<file path="src/rtl/mux_2x1_rr_arbiter_if.sv">
// mux_2x1_rr_arbiter_if: two requester paths plus the shared valid/ready output of the arbitrated 2:1 mux
interface mux_2x1_rr_arbiter_if #(parameter int WIDTH = 8);
  logic req0, req1, last0, last1, out_ready;
  logic [WIDTH-1:0] d0, d1, out_data;
  logic gnt0, gnt1, sel, out_valid, out_last;
  modport slave (
    input  req0, req1, last0, last1, d0, d1, out_ready,
    output gnt0, gnt1, sel, out_valid, out_data, out_last
  );
  modport master (
    output req0, req1, last0, last1, d0, d1, out_ready,
    input  gnt0, gnt1, sel, out_valid, out_data, out_last
  );
endinterface

</file>
<file path="src/rtl/mux_2x1_rr_arbiter.sv">
// mux_2x1_rr_arbiter: round-robin owner of a shared 2:1 mux with valid/ready output; ARB_BURST_LIMIT_EN adds MAX_BURST pre-emption
module mux_2x1_rr_arbiter #(
  parameter int WIDTH     = 8,
  parameter int MAX_BURST = 4
) (
  input logic clk,
  input logic rst,
  mux_2x1_rr_arbiter_if.slave bus
);
  typedef enum logic [1:0] {IDLE, OWN0, OWN1} state_t;
  state_t state;
  logic sel, prio, own, req_n, req_o, last_n, acc, done, pick, preempt, valid;
  logic [WIDTH-1:0] data;
  if (MAX_BURST < 1) begin : g_bad_burst
    $error("MAX_BURST must be >= 1");
  end
  assign own    = state == OWN1;
  assign req_n  = own ? bus.req1 : bus.req0;
  assign req_o  = own ? bus.req0 : bus.req1;
  assign last_n = own ? bus.last1 : bus.last0;
  assign valid  = state != IDLE && req_n;
  assign acc    = valid && bus.out_ready;
  assign done   = acc && last_n;
  assign pick   = bus.req0 && bus.req1 ? prio : bus.req1;
`ifdef ARB_BURST_LIMIT_EN
  localparam int CW = $clog2(MAX_BURST + 1);
  logic [CW-1:0] cnt;
  // the MAX_BURST-th beat hands over on its own edge so the owner never gets an extra beat
  assign preempt = valid && req_o && (cnt == CW'(MAX_BURST) || acc && cnt == CW'(MAX_BURST - 1));
  always_ff @(posedge clk)
    if (rst || !valid || done && req_o || preempt) cnt <= '0;
    else if (acc && cnt != CW'(MAX_BURST)) cnt <= cnt + 1'b1;
`else
  assign preempt = 1'b0;
`endif
  always_ff @(posedge clk)
    if (rst) begin
      state <= IDLE;
      sel   <= 1'b0;
      prio  <= 1'b0;
    end else if (state == IDLE) begin
      if (bus.req0 || bus.req1) begin
        state <= pick ? OWN1 : OWN0;
        sel   <= pick;
      end
    end else if (!req_n || done || preempt) begin
      prio <= ~own;
      if (!req_n) state <= IDLE;
      else if (req_o) begin
        state <= own ? OWN0 : OWN1;
        sel   <= ~own;
      end
    end
  assign data          = sel ? bus.d1 : bus.d0;
  assign bus.gnt0      = state == OWN0;
  assign bus.gnt1      = state == OWN1;
  assign bus.sel       = sel;
  assign bus.out_valid = valid;
  assign bus.out_data  = data;
  assign bus.out_last  = valid && (sel ? bus.last1 : bus.last0);
endmodule

</file>
<file path="src/flat_wrapper.sv">
// flat-port wrapper written by rule: the top's interface ports become plain ports
module mux_2x1_rr_arbiter_flat 
#(
  parameter int WIDTH     = 8,
  parameter int MAX_BURST = 4
)
  (clk, rst, bus_req0, bus_req1, bus_last0, bus_last1, bus_d0, bus_d1, bus_out_ready, bus_gnt0, bus_gnt1, bus_sel, bus_out_valid, bus_out_data, bus_out_last);
  mux_2x1_rr_arbiter_if #(.WIDTH(WIDTH)) bus_i ();
  input logic clk;
  input logic rst;
  input wire logic [$bits(bus_i.req0)-1:0] bus_req0;
  input wire logic [$bits(bus_i.req1)-1:0] bus_req1;
  input wire logic [$bits(bus_i.last0)-1:0] bus_last0;
  input wire logic [$bits(bus_i.last1)-1:0] bus_last1;
  input wire logic [$bits(bus_i.d0)-1:0] bus_d0;
  input wire logic [$bits(bus_i.d1)-1:0] bus_d1;
  input wire logic [$bits(bus_i.out_ready)-1:0] bus_out_ready;
  output wire logic [$bits(bus_i.gnt0)-1:0] bus_gnt0;
  output wire logic [$bits(bus_i.gnt1)-1:0] bus_gnt1;
  output wire logic [$bits(bus_i.sel)-1:0] bus_sel;
  output wire logic [$bits(bus_i.out_valid)-1:0] bus_out_valid;
  output wire logic [$bits(bus_i.out_data)-1:0] bus_out_data;
  output wire logic [$bits(bus_i.out_last)-1:0] bus_out_last;
  assign bus_i.req0 = bus_req0;
  assign bus_i.req1 = bus_req1;
  assign bus_i.last0 = bus_last0;
  assign bus_i.last1 = bus_last1;
  assign bus_i.d0 = bus_d0;
  assign bus_i.d1 = bus_d1;
  assign bus_i.out_ready = bus_out_ready;
  assign bus_gnt0 = bus_i.gnt0;
  assign bus_gnt1 = bus_i.gnt1;
  assign bus_sel = bus_i.sel;
  assign bus_out_valid = bus_i.out_valid;
  assign bus_out_data = bus_i.out_data;
  assign bus_out_last = bus_i.out_last;
  mux_2x1_rr_arbiter #(.WIDTH(WIDTH), .MAX_BURST(MAX_BURST)) u_core (.clk(clk), .rst(rst), .bus(bus_i));
endmodule
</file>
<file path="config.mk">
export PLATFORM = sky130hd
export DESIGN_NAME = mux_2x1_rr_arbiter_flat
export DESIGN_NICKNAME = d
export VERILOG_FILES = /design/src/rtl/mux_2x1_rr_arbiter_if.sv /design/src/rtl/mux_2x1_rr_arbiter.sv /design/src/flat_wrapper.sv
export SDC_FILE = /design/constraint.sdc
export NUM_CORES = 1
export LEC_CHECK = 0
export BUFFER_PORTS_ARGS = -buffer_cell sky130_fd_sc_hd__buf_2
export CORE_AREA = 2 2 39 41
export CTS_CLUSTER_SIZE = 10
export DETAILED_ROUTE_END_ITERATION = 8
export DIE_AREA = 0 0 41 43
export MAX_ROUTING_LAYER = met4
export PLACE_DENSITY = 0.67
export SETUP_SLACK_MARGIN = 0.1
export SKIP_CTS_REPAIR_TIMING = 1
export SYNTH_ARGS = -nofsm -noshare
export SYNTH_HDL_FRONTEND = slang
export SYNTH_SLANG_ARGS = --single-unit
</file>
<file path="constraint.sdc">
create_clock -name clk -period 2.3 [get_ports clk]
set_input_delay 0.345 -clock clk [delete_from_list [all_inputs] [get_ports clk]]
set_output_delay 0.345 -clock clk [all_outputs]
set_load 0.02 [all_outputs]
</file>
==> results of run 1 <==
[worst max-delay path: stages, from the launching register on]
cell	delay, ps
dfxtp_1	590
mux2_2	390
buf_2	160
[per-layer routing]
metal	track usage [%]	share of wire, %	up-vias	routed length (um)
met4	0	0	0	0
li1	-	-	251	-
met2	24.06	46	31	523
met5	-	0	-	0
met1	15.38	38	225	441
met3	6.806	16	0	182
[sequential cells by signal, indices dropped and copies added, names as in the netlist]
signal,cells
u_core.bus.sel,1
u_core.prio,1
u_core.state,2
[cell usage after synthesis, drive strengths merged]
master	n	area share, %
o22a	1	2.2
a21oi	3	3.7
and4b	1	2.5
a2111oi	1	3.7
a211oi	3	5.5
buf	2	4.0
a221o	1	2.5
nor2b	3	5.2
a32o	1	2.5
and3	2	3.1
o221a	1	2.8
a221oi	1	3.7
mux2i	1	2.5
o21ba	1	2.5
mux2	8	22
and2	1	1.5
or2	1	1.5
nand2	2	1.8
o21ai	2	2.5
nor2	3	2.8
dfxtp	4	20
nand3b	1	1.8
[logic make-up after synthesis]
| kind of cell | Yosys count |
|---|---|
| buffers and inverters | 2 |
| muxes | 9 |
| AOI/OAI and AO/OA | 15 |
| DFF | 4 |
| and+or+nand+nor | 14 |
[cells in the final DEF, fill, tap and decap left out]
cell and count:
mux2_2 8, and4b_1 1, a211oi_1 3, a221o_1 1
a32o_1 1, a221oi_2 1, nor2_1 3, dfxtp_1 4
o21ba_2 1, and2_1 1, clkbuf_4 3, nor2b_2 1
o21ai_0 2, nor2b_1 2, mux2i_1 1, buf_2 35
nand3b_1 1, a21oi_1 3, a2111oi_2 1, o221a_2 1
and3_1 2, o22a_1 1, or2_2 1, nand2_1 2
[power breakdown]
part	leakage (nW)	switching (mW)	internal, mW
combinational	0.248	0.0866	0.0842
sequential	0.0330	0.0226	0.0796
clock	0.0138	0.0243	0.0580
total	0.295	0.134	0.222
[stage by stage]
step / area [sq um] / hold slack [ps] / setup WS (ps) / std cells
3_3_place_gp: 585.6 / 571.4 / 836.2 / 93
4_1_cts: 608.1 / 328.8 / 550.7 / 96
5_1_grt: 608.1 / 339.3 / 493.9 / 96
6_report: 608.1 / 336.2 / 580.6 / 96
3_5_place_dp: 585.6 / 566.3 / 805.9 / 93
2_1_floorplan: 406.6 / 411.2 / 827.3 / 44
[cell type report]
class / count / area, sq um
multi-input cells: 38 / 310.3
well taps: 16 / 20.02
flip-flops and latches: 4 / 80.08
repair buffers: 35 / 175.2
clock buffers: 3 / 22.52
fillers: 145 / 775.7
[worst max path at each step]
| stage | startpoint | endpoint | cells past startpoint |
|---|---|---|---|
| floorplan | u_core.bus.sel$_SDFFE_PP0P_ | bus_out_last | 3 |
| global placement | u_core.bus.sel$_SDFFE_PP0P_ | bus_out_data[6] | 2 |
| detailed placement | u_core.bus.sel$_SDFFE_PP0P_ | bus_out_data[1] | 2 |
| CTS | u_core.bus.sel$_SDFFE_PP0P_ | bus_out_data[1] | 2 |
| global route | u_core.bus.sel$_SDFFE_PP0P_ | bus_out_data[1] | 2 |
| finish | u_core.bus.sel$_SDFFE_PP0P_ | bus_out_data[1] | 2 |
==> reports/results.ini, run 1 <==
[clock_tree]
root_buffer=clkbuf_4
clockBufferDepth=2
clk_pin_slew_worst_paths_ps=30
htreeDepth=1
cts_made_buffers=3
insertion_delay_ps=230
cts_tree=built
clkSinkCount=4

[synthesis]
synth-adder-area-share_pct=0
netlist_area_sq_um=406.6
synthMuxAreaShare_pct=24.62
ys.warnings.count=0
synth_compound_area_share_pct=31.38
ys_ff_latch=4
syn_nets=67
synth_top_family_by_area=compound AO/OA/AOI/OAI gates
synthCells=44
postSynthAreaPerCell_sq_um=9.242
synth_simple_gate_area_share_pct=20.31
synth_cell_type_count=24
ys_seq_area_share_pct=19.69
synth-xor-area-share_pct=0

[pwr]
powerDensity_nw_per_um2=584.4
vdd.ir_drop.worst_v=0.0004192
leakage_nw=0.2951
power.total_mw=0.3553

[sta]
setup_tns_ps=0
timing.final.crit_period_ps=1719
worst_pin_slew_ps=457.2
final-setup-viol-count=0
finalHoldViolCount=0
relSlewSlack_pct=69.48
max_clock_freq_mhz=581.6
period_share_pct=74.76
rsz0062_at_grt=no
slew_viol_final=0
clock_skew_ps=2.900

[global_routing]
grt_pass1_vias=444
grt_util_all_layers_pct=14.18
grt-ovfl-total=0
grt_pass1_wl_um=1725
antenna_found_initial=0
grt_max_degree=13

[setup_path]
required_ps=1960
r2r_start=u_core.state[0]$_SDFFE_PP0P_
critPathKind=reg -> out
rr_worst_depth=3
crit_path_end_kind=primary output
r2r-end=u_core.bus.sel$_SDFFE_PP0P_
arrival_ps=1370
cp-start-kind=flip-flop
reg2reg_slack_ps=900
crit_path_max_fanout=12

[hold_path]
min_from=rst
min_to=u_core.prio$_SDFFE_PP0P_
hold_class=in -> reg
holdPathStages=2

[floorplan]
rows=14
die_area_sq_um=1763
die_w_um=41
ios=36
dieHeight_um=43
start_util_pct=29.39
coreArea_sq_um=1384

[drt]
dr.pass1.iters=4
wl_um=1146
drt_iter0_markers=7
remaining_drc_errors=0
vias=507
vias_per_cell=5.281
ant_nets=0
wl_per_cell_um=11.94

[final_layout]
diodes=0
area_growth_pct=49.54
final_layout_size_suffix_gt1_share_pct=65.00
fin_nets=105
postLayoutCoreUtil_pct=43.94

[status]
status=complete, no violations

[place]
gp_congestion=0.8029
dp_hpwl_um=925.9
portBuffers=35

[run]
maxCapViolations=0

No activity file was read; power rests on OpenSTA's default activity.
==> run 2, diff against run 1 <==
- ABC_AREA: not set -> 1
- CORE_AREA: 2 2 39 41 -> not set
- CORE_MARGIN: not set -> 1.5
- CORE_UTILIZATION: not set -> 35
- DIE_AREA: 0 0 41 43 -> not set
- PLACE_DENSITY: 0.67 -> 0.74
- clock period: 2.3 -> 1.5 ns (I/O delays scaled with it)
==> reports/results.ini, run 2 <==
[status]
status=complete, no violations  ; unchanged

[synthesis]
synthMuxAreaShare_pct=20.30  ; was 24.62%
postSynthAreaPerCell_sq_um=7.250  ; was 9.242 sq um
synth.area.top_cells=mux2_2 18%, dfxtp_1 16%, nand2_1 11%  ; was mux2_2 22%, dfxtp_1 20%, a211oi_1 5.5%
netlist_area_sq_um=493.0  ; was 406.6 sq um
synth-adder-area-share_pct=0  ; unchanged
synth-xor-area-share_pct=0  ; unchanged
synth_compound_area_share_pct=10.15  ; was 31.38%
synth-main-ff-cell=dfxtp_1  ; unchanged
syn_nets=91  ; was 67
ys.warnings.count=0  ; unchanged
synth_simple_gate_area_share_pct=39.09  ; was 20.31%
ys_seq_area_share_pct=16.24  ; was 19.69%
yosys.area.top_type=mux2_2  ; unchanged
synthCells=68  ; was 44
synth_cell_type_count=20  ; was 24
ys_ff_latch=4  ; unchanged
yosysMostFrequentCell=nand2_1  ; was mux2_2
synthArstFlopShare_pct=0  ; unchanged
synthTopCellsByCount=15 x nand2_1, 8 x mux2_2, 6 x inv_1  ; was 8 x mux2_2, 4 x dfxtp_1, 3 x a211oi_1, 3 x a21oi_1, 3 x nor2_1
synth-edff-count=0  ; unchanged
synth_top_family_by_area=simple AND/OR/NAND/NOR gates  ; was compound AO/OA/AOI/OAI gates
synth_top_area_share_pct=18.27  ; was 22.15%

[setup_path]
required_ps=1270  ; was 1960 ps
crit_path_max_fanout=11  ; was 12
r2r_start=u_core.state[0]$_SDFFE_PP0P_  ; unchanged
reg2reg_slack_ps=270  ; was 900 ps
critPathKind=reg -> out  ; unchanged
r2r-end=u_core.state[1]$_SDFFE_PP0P_  ; was u_core.bus.sel$_SDFFE_PP0P_
cp-start-kind=flip-flop  ; unchanged
rr_worst_depth=8  ; was 3
arrival_ps=1150  ; was 1370 ps
crit_path_end_kind=primary output  ; unchanged

[final_layout]
diodes=0  ; unchanged
final_layout_size_suffix_gt1_share_pct=61.32  ; was 65.00%
fin_cells=121  ; was 96
fin_nets=131  ; was 105
mostFrequentLayoutCell=buf_2  ; unchanged
fillCellCount=134  ; was 145
regMostFlops=u_core.state  ; unchanged
largest_reg_flops=2  ; unchanged
area_growth_pct=46.95  ; was 49.54%
postLayoutCoreUtil_pct=55.67  ; was 43.94%
fin_area_sq_um=724.4  ; was 608.1 sq um
final_cell_mix=34 x buf_2, 15 x nand2_1, 8 x mux2_2  ; was 35 x buf_2, 8 x mux2_2, 4 x dfxtp_1
reg.largest.list=u_core.state x2, u_core.bus.sel x1, u_core.prio x1  ; unchanged

[sta]
max_clock_freq_mhz=726.8
finalHoldViolCount=0  ; unchanged
worst_pin_slew_ps=236.5  ; was 457.2 ps
relSlewSlack_pct=84.13  ; was 69.48%
final-setup-viol-count=0  ; unchanged
period_share_pct=91.72
slew_viol_final=0  ; unchanged
timing.final.crit_period_ps=1376
setup_tns_ps=0  ; unchanged
clock_skew_ps=4.410  ; was 2.900 ps
rsz0062_at_grt=yes  ; was no

[global_routing]
grt-ovfl-total=0  ; unchanged
grt_util_all_layers_pct=16.45  ; was 14.18%
grt_max_degree=12  ; was 13
grt_pass1_wl_um=1731  ; was 1725 um
grt_pass1_vias=466  ; was 444
antenna_found_initial=0  ; unchanged

[run]
maxCapViolations=0  ; unchanged

[hold_path]
min_to=u_core.state[1]$_SDFFE_PP0P_  ; was u_core.prio$_SDFFE_PP0P_
min_from=rst  ; unchanged
hold_class=in -> reg  ; unchanged
holdPathStages=4  ; was 2

[drt]
vias_per_cell=4.760  ; was 5.281
dr.pass1.iters=2  ; was 4
ant_nets=0  ; unchanged
wl_um=1212  ; was 1146 um
remaining_drc_errors=0  ; unchanged
drt_iter0_markers=4  ; was 7
vias=576  ; was 507
wl_per_cell_um=10.02  ; was 11.94 um

[floorplan]
start_util_pct=37.88  ; was 29.39%
die_w_um=40.53  ; was 41 um
die_area_sq_um=1643  ; was 1763 sq um
ios=36  ; unchanged
coreArea_sq_um=1301  ; was 1384 sq um
rows=13  ; was 14
dieHeight_um=40.53  ; was 43 um

[pwr]
power.total_mw=1.196  ; was 0.3553 mW
vdd.ir_drop.worst_v=0.0009863  ; was 0.0004192 V
leakage_nw=0.3997  ; was 0.2951 nW
powerDensity_nw_per_um2=1650  ; was 584.4 nW/um^2

[place]
dpl_cell_area_sq_um=666.9  ; was 585.6 sq um
placed_cells=116  ; was 93
gp_congestion=0.8397  ; was 0.8029
portBuffers=35  ; unchanged
dp_hpwl_um=999.6  ; was 925.9 um

[clock_tree]
cts_tree=built  ; unchanged
cts_made_buffers=3  ; unchanged
root_buffer=clkbuf_4  ; unchanged
clkSinkCount=4  ; unchanged
clockBufferDepth=2  ; unchanged
htreeDepth=1  ; unchanged
clk_pin_slew_worst_paths_ps=40  ; was 30 ps
insertion_delay_ps=230  ; about the same

-- run 2: layer usage --
metal	up-vias	GRT usage [%]	routed length [um]	part of all wire (%)
met1	244	15.41	431	36
met5	-	-	0	0
met3	0	6.667	164	14
li1	302	-	-	-
met2	30	31.35	616	51
met4	0	2.500	0	0
-- run 2: how the worst max path moves through the flow --
stage	from	end	slack, ps	cells after the start
6_report	u_core.bus.sel$_SDFFE_PP0P_	bus_out_data[2]	120	2
5_1_grt	u_core.bus.sel$_SDFFE_PP0P_	bus_out_data[2]	70	2
2_1_floorplan	u_core.bus.sel$_SDFFE_PP0P_	bus_out_last	170	3
3_5_place_dp	u_core.bus.sel$_SDFFE_PP0P_	bus_out_data[2]	150	2
3_3_place_gp	u_core.bus.sel$_SDFFE_PP0P_	bus_out_data[5]	190	2
4_1_cts	u_core.bus.sel$_SDFFE_PP0P_	bus_out_data[2]	-110	2
-- run 2: kinds of logic (layout without fill, tap and decap cells) --
family                 Yosys count  in the layout
DFF                              4              4
and+or+nand+nor                 33             33
AOI/OAI and AO/OA                9              9
buffers and inverters           13             51
muxes                            9              9
-- run 2: metrics by stage --
| stage | hold WS, ps | setup slack, ps |
|---|---|---|
| 2_1_floorplan | 404.3 | 169.5 |
| 3_3_place_gp | 506.5 | 189.4 |
| 3_5_place_dp | 511.5 | 151.8 |
| 4_1_cts | 263.7 | -108.8 |
| 5_1_grt | 292.5 | 74.80 |
| 6_report | 274.8 | 124.2 |
-- run 2: report_power, final --
part | leakage [nW] | total (mW) | switching, mW | internal [mW]
clock | 0.0138 | 0.131 | 0.0415 | 0.0893
combinational | 0.352 | 0.838 | 0.477 | 0.361
sequential | 0.0342 | 0.227 | 0.0694 | 0.157
-- run 2: worst max-delay path: stages, from the launching register on --
cell and delay (ps):
dfxtp_4 410, mux2_2 350, buf_2 160
-- run 2: layout make-up --
class | instances | area, sq um | share of cell area (%)
Clock buffer | 3 | 22.52 | 3.109
Inverter | 10 | 42.54 | 5.872
Multi-Input combinational cell | 51 | 351.6 | 48.53
Sequential cell | 4 | 85.08 | 11.74
Tap cell | 15 | 18.77 | 2.591
Timing Repair Buffer | 38 | 203.9 | 28.15
